<file path="config.mk">
export PLATFORM = sky130hd
export DESIGN_NAME = tbm_tx_4b5b
export DESIGN_NICKNAME = d
export VERILOG_FILES = /design/src/rtl/tbm_tx_4b5b.sv
export SDC_FILE = /design/constraint.sdc
export NUM_CORES = 1
export LEC_CHECK = 0
export ABC_CLOCK_PERIOD_IN_PS = 3200
export CAP_MARGIN = 20
export CORE_MARGIN = 2
export CORE_UTILIZATION = 35
export CTS_CLUSTER_SIZE = 25
export DETAILED_ROUTE_END_ITERATION = 16
export GPL_TIMING_DRIVEN = 0
export PLACE_DENSITY_LB_ADDON = 0.2
export SYNTH_ARGS = -nofsm -noshare
export SYNTH_HDL_FRONTEND = slang
export SYNTH_SLANG_ARGS = --single-unit
</file>
<file path="constraint.sdc">
create_clock -name clk -period 3.2 [get_ports clk]
set_input_delay 0.64 -clock clk [delete_from_list [all_inputs] [get_ports clk]]
set_output_delay 0.64 -clock clk [all_outputs]
set_load 0.005 [all_outputs]
</file>
<file path="src/rtl/tbm_tx_4b5b.sv">
// -----------------------------------------------------------------------------
// tbm_tx_4b5b
//   Serial 4b/5b NRZI frame transmitter. Nibbles arrive over a valid/ready
//   handshake. Each frame goes out as J K <data symbols> T R, and idle symbols
//   (11111) fill the gaps between frames. One line bit leaves per clock on sdata.
//   Symbols are sent MSB first, one symbol every 5 clocks.
//
// Parameters
//   IDLE_GAP  minimum number of complete idle symbols between R and the next J
//             (1..15)
//   NRZI      1 = NRZI line coding (toggle on 1), 0 = plain NRZ for debug
//
// Ports
//   clk        bit clock, one serial bit per rising edge
//   reset      asynchronous, active-high reset
//   din        data nibble
//   din_first  nibble opens a frame (qualified by din_valid)
//   din_last   nibble closes a frame (may be set together with din_first)
//   din_valid  din / flags valid
//   din_ready  nibble is accepted at this rising edge (symbol boundary only)
//   sdata      registered serial line output
//   busy       frame in progress (state not IDLE)
//   err        sticky protocol error; cleared only by reset
// -----------------------------------------------------------------------------
module tbm_tx_4b5b #(
    parameter int IDLE_GAP = 2,
    parameter bit NRZI     = 1'b1
) (
    input  logic       clk,
    input  logic       reset,
    input  logic [3:0] din,
    input  logic       din_first,
    input  logic       din_last,
    input  logic       din_valid,
    output logic       din_ready,
    output logic       sdata,
    output logic       busy,
    output logic       err
);

    typedef enum logic [2:0] {
        ST_IDLE,
        ST_J,
        ST_K,
        ST_DATA,
        ST_T,
        ST_R
    } state_t;

    localparam logic [4:0] SYM_IDLE = 5'b11111;
    localparam logic [4:0] SYM_J    = 5'b11000;
    localparam logic [4:0] SYM_K    = 5'b10001;
    localparam logic [4:0] SYM_T    = 5'b01101;
    localparam logic [4:0] SYM_R    = 5'b00111;

    localparam logic [3:0] GAP_MIN  = 4'(IDLE_GAP);
    localparam logic [2:0] LAST_BIT = 3'd4;

    function automatic logic [4:0] enc(input logic [3:0] nib);
        logic [4:0] code;
        case (nib)
            4'h0: code = 5'b11110;
            4'h1: code = 5'b01001;
            4'h2: code = 5'b10100;
            4'h3: code = 5'b10101;
            4'h4: code = 5'b01010;
            4'h5: code = 5'b01011;
            4'h6: code = 5'b01110;
            4'h7: code = 5'b01111;
            4'h8: code = 5'b10010;
            4'h9: code = 5'b10011;
            4'hA: code = 5'b10110;
            4'hB: code = 5'b10111;
            4'hC: code = 5'b11010;
            4'hD: code = 5'b11011;
            4'hE: code = 5'b11100;
            default: code = 5'b11101;
        endcase
        return code;
    endfunction

    state_t     state;
    logic [4:0] sym;
    logic [2:0] bitcnt;
    logic [3:0] hold_nib;
    logic       hold_last;
    logic [3:0] gap_cnt;

    logic [4:0] sym_shift;
    logic       raw_bit;
    logic       boundary;
    logic       xfer;

    // NOTE: every signal assigned in always_comb gets a default first, so no
    // path can leave it unassigned and infer a latch.
    always_comb begin
        sym_shift = sym << bitcnt;
        raw_bit   = sym_shift[4];
        boundary  = (bitcnt == LAST_BIT);
        din_ready = 1'b0;
        if (boundary) begin
            if (state == ST_IDLE && gap_cnt >= GAP_MIN)
                din_ready = 1'b1;
            else if (state == ST_DATA && !hold_last)
                din_ready = 1'b1;
        end
        xfer = din_valid && din_ready;
        busy = (state != ST_IDLE);
    end

    // NOTE: sequential state uses non-blocking assignments only, so every
    // register samples pre-edge values and block ordering cannot matter.
    always_ff @(posedge clk or posedge reset) begin
        if (reset) begin
            state     <= ST_IDLE;
            sym       <= SYM_IDLE;
            bitcnt    <= 3'd0;
            gap_cnt   <= GAP_MIN;
            // NOTE: the hold registers are reset even though they are always
            // written before use; this keeps X out of simulation at no cost.
            hold_nib  <= 4'd0;
            hold_last <= 1'b0;
            sdata     <= 1'b0;
            err       <= 1'b0;
        end else begin
            sdata <= NRZI ? (sdata ^ raw_bit) : raw_bit;

            if (!boundary) begin
                bitcnt <= bitcnt + 3'd1;
            end else begin
                bitcnt <= 3'd0;
                case (state)
                    ST_IDLE: begin
                        if (xfer && din_first) begin
                            hold_nib  <= din;
                            hold_last <= din_last;
                            state     <= ST_J;
                            sym       <= SYM_J;
                        end else begin
                            // A nibble without din_first cannot open a frame;
                            // it is dropped and the idle pattern continues.
                            if (xfer)
                                err <= 1'b1;
                            sym <= SYM_IDLE;
                            if (gap_cnt != 4'd15)
                                gap_cnt <= gap_cnt + 4'd1;
                        end
                    end
                    ST_J: begin
                        state <= ST_K;
                        sym   <= SYM_K;
                    end
                    ST_K: begin
                        state <= ST_DATA;
                        sym   <= enc(hold_nib);
                    end
                    ST_DATA: begin
                        if (hold_last) begin
                            state <= ST_T;
                            sym   <= SYM_T;
                        end else if (xfer) begin
                            sym       <= enc(din);
                            hold_last <= din_last;
                            if (din_first)
                                err <= 1'b1;
                        end else begin
                            // Underrun: close the frame early rather than
                            // stall the line with a bubble.
                            state <= ST_T;
                            sym   <= SYM_T;
                            err   <= 1'b1;
                        end
                    end
                    ST_T: begin
                        state <= ST_R;
                        sym   <= SYM_R;
                    end
                    ST_R: begin
                        // The idle symbol loaded here is the first of the gap.
                        state   <= ST_IDLE;
                        sym     <= SYM_IDLE;
                        gap_cnt <= 4'd1;
                    end
                    default: begin
                        state <= ST_IDLE;
                        sym   <= SYM_IDLE;
                    end
                endcase
            end
        end
    end

endmodule

</file>
==> key figures, run 1 <==
Status
  • Status: complete, no violations

Floorplan
  • Die Span X: 67.33 um
  • Die Area: 4533 um^2
  • Initial Util: 35.61%
  • I/O pin cnt: 13
  • Die Y: 67.33 um
  • Rows: 23
  • Core area: 3943 um^2

Worst setup path
  • CP Capture Type: output pin
  • Crit path launch type: register
  • Crit-path leading delay family: buffers and inverters
  • CP bufs+invs: 3
  • R2R setup slack: 1.19 ns
  • Slowest stage cell, crit path: clkdlybuf4s50_1
  • CP Data Required Time: 2.56 ns
  • CP arrival: 2.19 ns
  • Setup Crit Path Kind: register to output pin
  • CP Cell Sequence: inv_1 > ha_1 > and2_1 > clkbuf_1 > o21a_1 > clkdlybuf4s50_1
  • Crit path max fanout: 8
  • Slowest stage delay, CP: 0.49 ns

Synth
  • Post-synthesis sequential area ratio: 39.75%
  • Ys flop type: dfrtp_1
  • FF+latch count, synth: 22
  • Synth area leader: dfrtp_1
  • Syn Area/Cell: 9.297 um^2
  • Top cells by area, synth: dfrtp_1, dfstp_2, nor2_1
  • Syn nets: 164
  • Number of synthesized flops with an enable pin: 0
  • Mapped Cells: 151
  • Synthesized cell area: 1404 um^2
  • Number of library cell types mapped by synthesis: 48
  • Asr flop ratio synth: 100.0%
  • Post-synth top area share: 28.52%
  • Syn. warnings: 0

Drt
  • Final WL: 3206 um
  • Detailed Routing Iterations Pass 1: 5
  • Met2 wire len: 1518 um
  • Max Used Layer: met4
  • Met1 WL: 1525 um
  • Met3 wire length: 116 um
  • Vias/cell: 5.488
  • DR WL/cell: 14.77 um
  • Drt drc: 0
  • Via count: 1191
  • Initial DRC count: 57
  • Detail Route Antenna Nets: 0

Cells and area
  • Ant. Diodes: 0
  • Fin area: 1658 um^2
  • Most common cell after layout, fill and taps aside: nor2_1
  • Commonest non-fill, non-tap cells in the layout: nor2_1, dfrtp_1, o21ai_0
  • Post-layout util: 42.05%
  • Synthesis-to-finish area growth: 18.09%
  • Share of layout cells above drive strength 1: 13.17%
  • Net count, final: 181

Timing
  • Final setup margin: 0.3688 ns
  • Crit share post-route: 88.48%
  • Fmax: 353.2 MHz
  • Final hold vios: 0
  • Clock Skews: 0.01173 ns
  • Setup tns final: 0 ns
  • Slew headroom: 42.95%
  • RSZ-0062 raised after global routing: no
  • Worst-Margin Slew: 0.8548 ns
  • Post-route minimum period: 2.831 ns
  • Final Max Tran Viols: 0
  • Setup violations, final: 0

Power
  • Final Power: 1408 uW
  • Maximum VDD drop: 0.4167 mV
  • Clock power share: 19.0%
  • Sw Pwr: 521.9 uW
  • Combinational power share: 44.8%
  • Pwr dens: 849.2 nW/um^2
  • Switching Share: 37.07%
  • Cell internal pwr: 886.0 uW
  • Leakage: 0.0006315 uW
  • Part of the power in registers: 36.1%

CTS
  • CTS sink cnt: 22
  • Root Buffer Master: clkbuf_8
  • CTS tree: yes
  • Hold Buf Count CTS: 0
  • Clk slew on worst S/H paths: 0.09 ns
  • Clock Latency Late Sink: 0.28 ns
  • Postcts setup bufs: 0
  • CTS H-tree depth: 1
  • Max clock buf depth: 2
  • CTS resizes: 0
  • TritonCTS Buffers: 3

GRT
  • Total Routing Usage GR: 16.30%
  • Vias in the first global route: 1163
  • Total gr overflow: 0
  • Largest net degree at the start of global routing: 23
  • First-pass GRT wire length: 5561 um
  • Initial antenna violation count: 0

Placement
  • Dpl ws: 0.6802 ns
  • Placed Area: 1587 um^2
  • DP HPWL: 2431 um
  • IO buf count: 12
  • GPL Wtd Cong: 0.8526

Run
  • Max cap viols: 0

Min path
  • HP Class: register to register
worst reg2reg max path: cells and delay by family (launching register included):
kind                     cells  cell delay (ns)
AND/OR/NAND/NOR              2             0.44
adder cells (fa/ha/maj)      1             0.21
flip-flops                   1             0.59
AO/OA/AOI/OAI                2             0.72
final cells by class:
type                       instances  area (um^2)
fill                             384         2285
multi-input combinational        113        770.7
sequential                        22        558.0
timing repair buffer              12        120.1
tap                               50        62.56
buffer                             8        45.04
clock buffer                       3        41.29
clock inverter                     1        30.03
inverter                           8        30.03
sequential cells by signal, indices dropped and copies added (netlist names):
register / cells
bitcnt: 3
err: 1
gap_cnt: 4
hold_last: 1
hold_nib: 4
sdata: 1
state: 3
sym: 5
routing by layer:
layer | up-vias | global-route usage (%)
met5 | - | 0
met3 | 4 | 2.500
met4 | 0 | 5.612
met2 | 23 | 26.36
li1 | 583 | -
met1 | 581 | 22.16
metrics by stage:
step,std cells,hold WS [ns]
3_5_place_dp,213,0.4616
3_3_place_gp,213,0.4628
4_1_cts,217,0.4865
6_report,217,0.4755
2_1_floorplan,151,0.4586
5_1_grt,217,0.5160
Yosys cell counts (2+ instances only):
master     n
xnor2_1    2
nor3_1     2
inv_1      8
buf_6      2
a21oi_1    6
nand2_1   10
clkbuf_1   6
nand3_1    3
nor2_1    20
dfstp_2    6
nand2b_1   4
mux2_2     2
o21ai_0   13
dfrtp_1   16
mux2_4     2
o31ai_1    3
nor2b_1    4
and2_1     3
o21a_1     2
o211ai_1   4
a31oi_1    2
nor4_4     2
ha_1       4
power by group through the flow:
stage	clock, uW	sequential, uW	combinational [uW]
global placement	0	509	629
detailed placement	0	512	633
finish	268	508	631
floorplan	0	487	475
global route	283	524	714
CTS	273	508	635
final timing paths:
check	end	start	cells after the start
setup / recovery	din_ready	bitcnt[0]	6
hold / removal	sdata	sdata	1
setup reg to reg	hold_last	gap_cnt[1]	5
hold reg to reg	sdata	sdata	1
max in group asynchronous	gap_cnt[0]	reset	2
min in group asynchronous	bitcnt[1]	reset	2
cells by family after synthesis:
logic type      Yosys count  synth area share (%)
compound gates           45                 21.84
xor+xnor                  2                 1.248
fa+ha+maj                 4                 3.565
buf+inv                  16                 5.347
flops                    22                 39.75
mux                       6                 6.060
simple gates             56                 22.19
Power figures use the tool's default switching activity.
==> inputs of run 2 (changes only) <==
--- a/config.mk
+++ b/config.mk
@@ -16,3 +16,4 @@
 export SYNTH_ARGS = -nofsm -noshare
 export SYNTH_HDL_FRONTEND = slang
 export SYNTH_SLANG_ARGS = --single-unit
+export TNS_END_PERCENT = 5
==> results of run 2 <==
No change in the layout: final DEF, timing and power equal those of run 1.
==> inputs of run 3 (changes only) <==
--- a/config.mk
+++ b/config.mk
@@ -5,10 +5,10 @@
 export SDC_FILE = /design/constraint.sdc
 export NUM_CORES = 1
 export LEC_CHECK = 0
-export ABC_CLOCK_PERIOD_IN_PS = 3200
 export CAP_MARGIN = 20
 export CORE_MARGIN = 2
 export CORE_UTILIZATION = 35
+export CTS_BUF_LIST = sky130_fd_sc_hd__clkbuf_8
 export CTS_CLUSTER_SIZE = 25
 export DETAILED_ROUTE_END_ITERATION = 16
 export GPL_TIMING_DRIVEN = 0
==> results of run 3 <==
No change in the layout: final DEF, timing and power equal those of run 1.
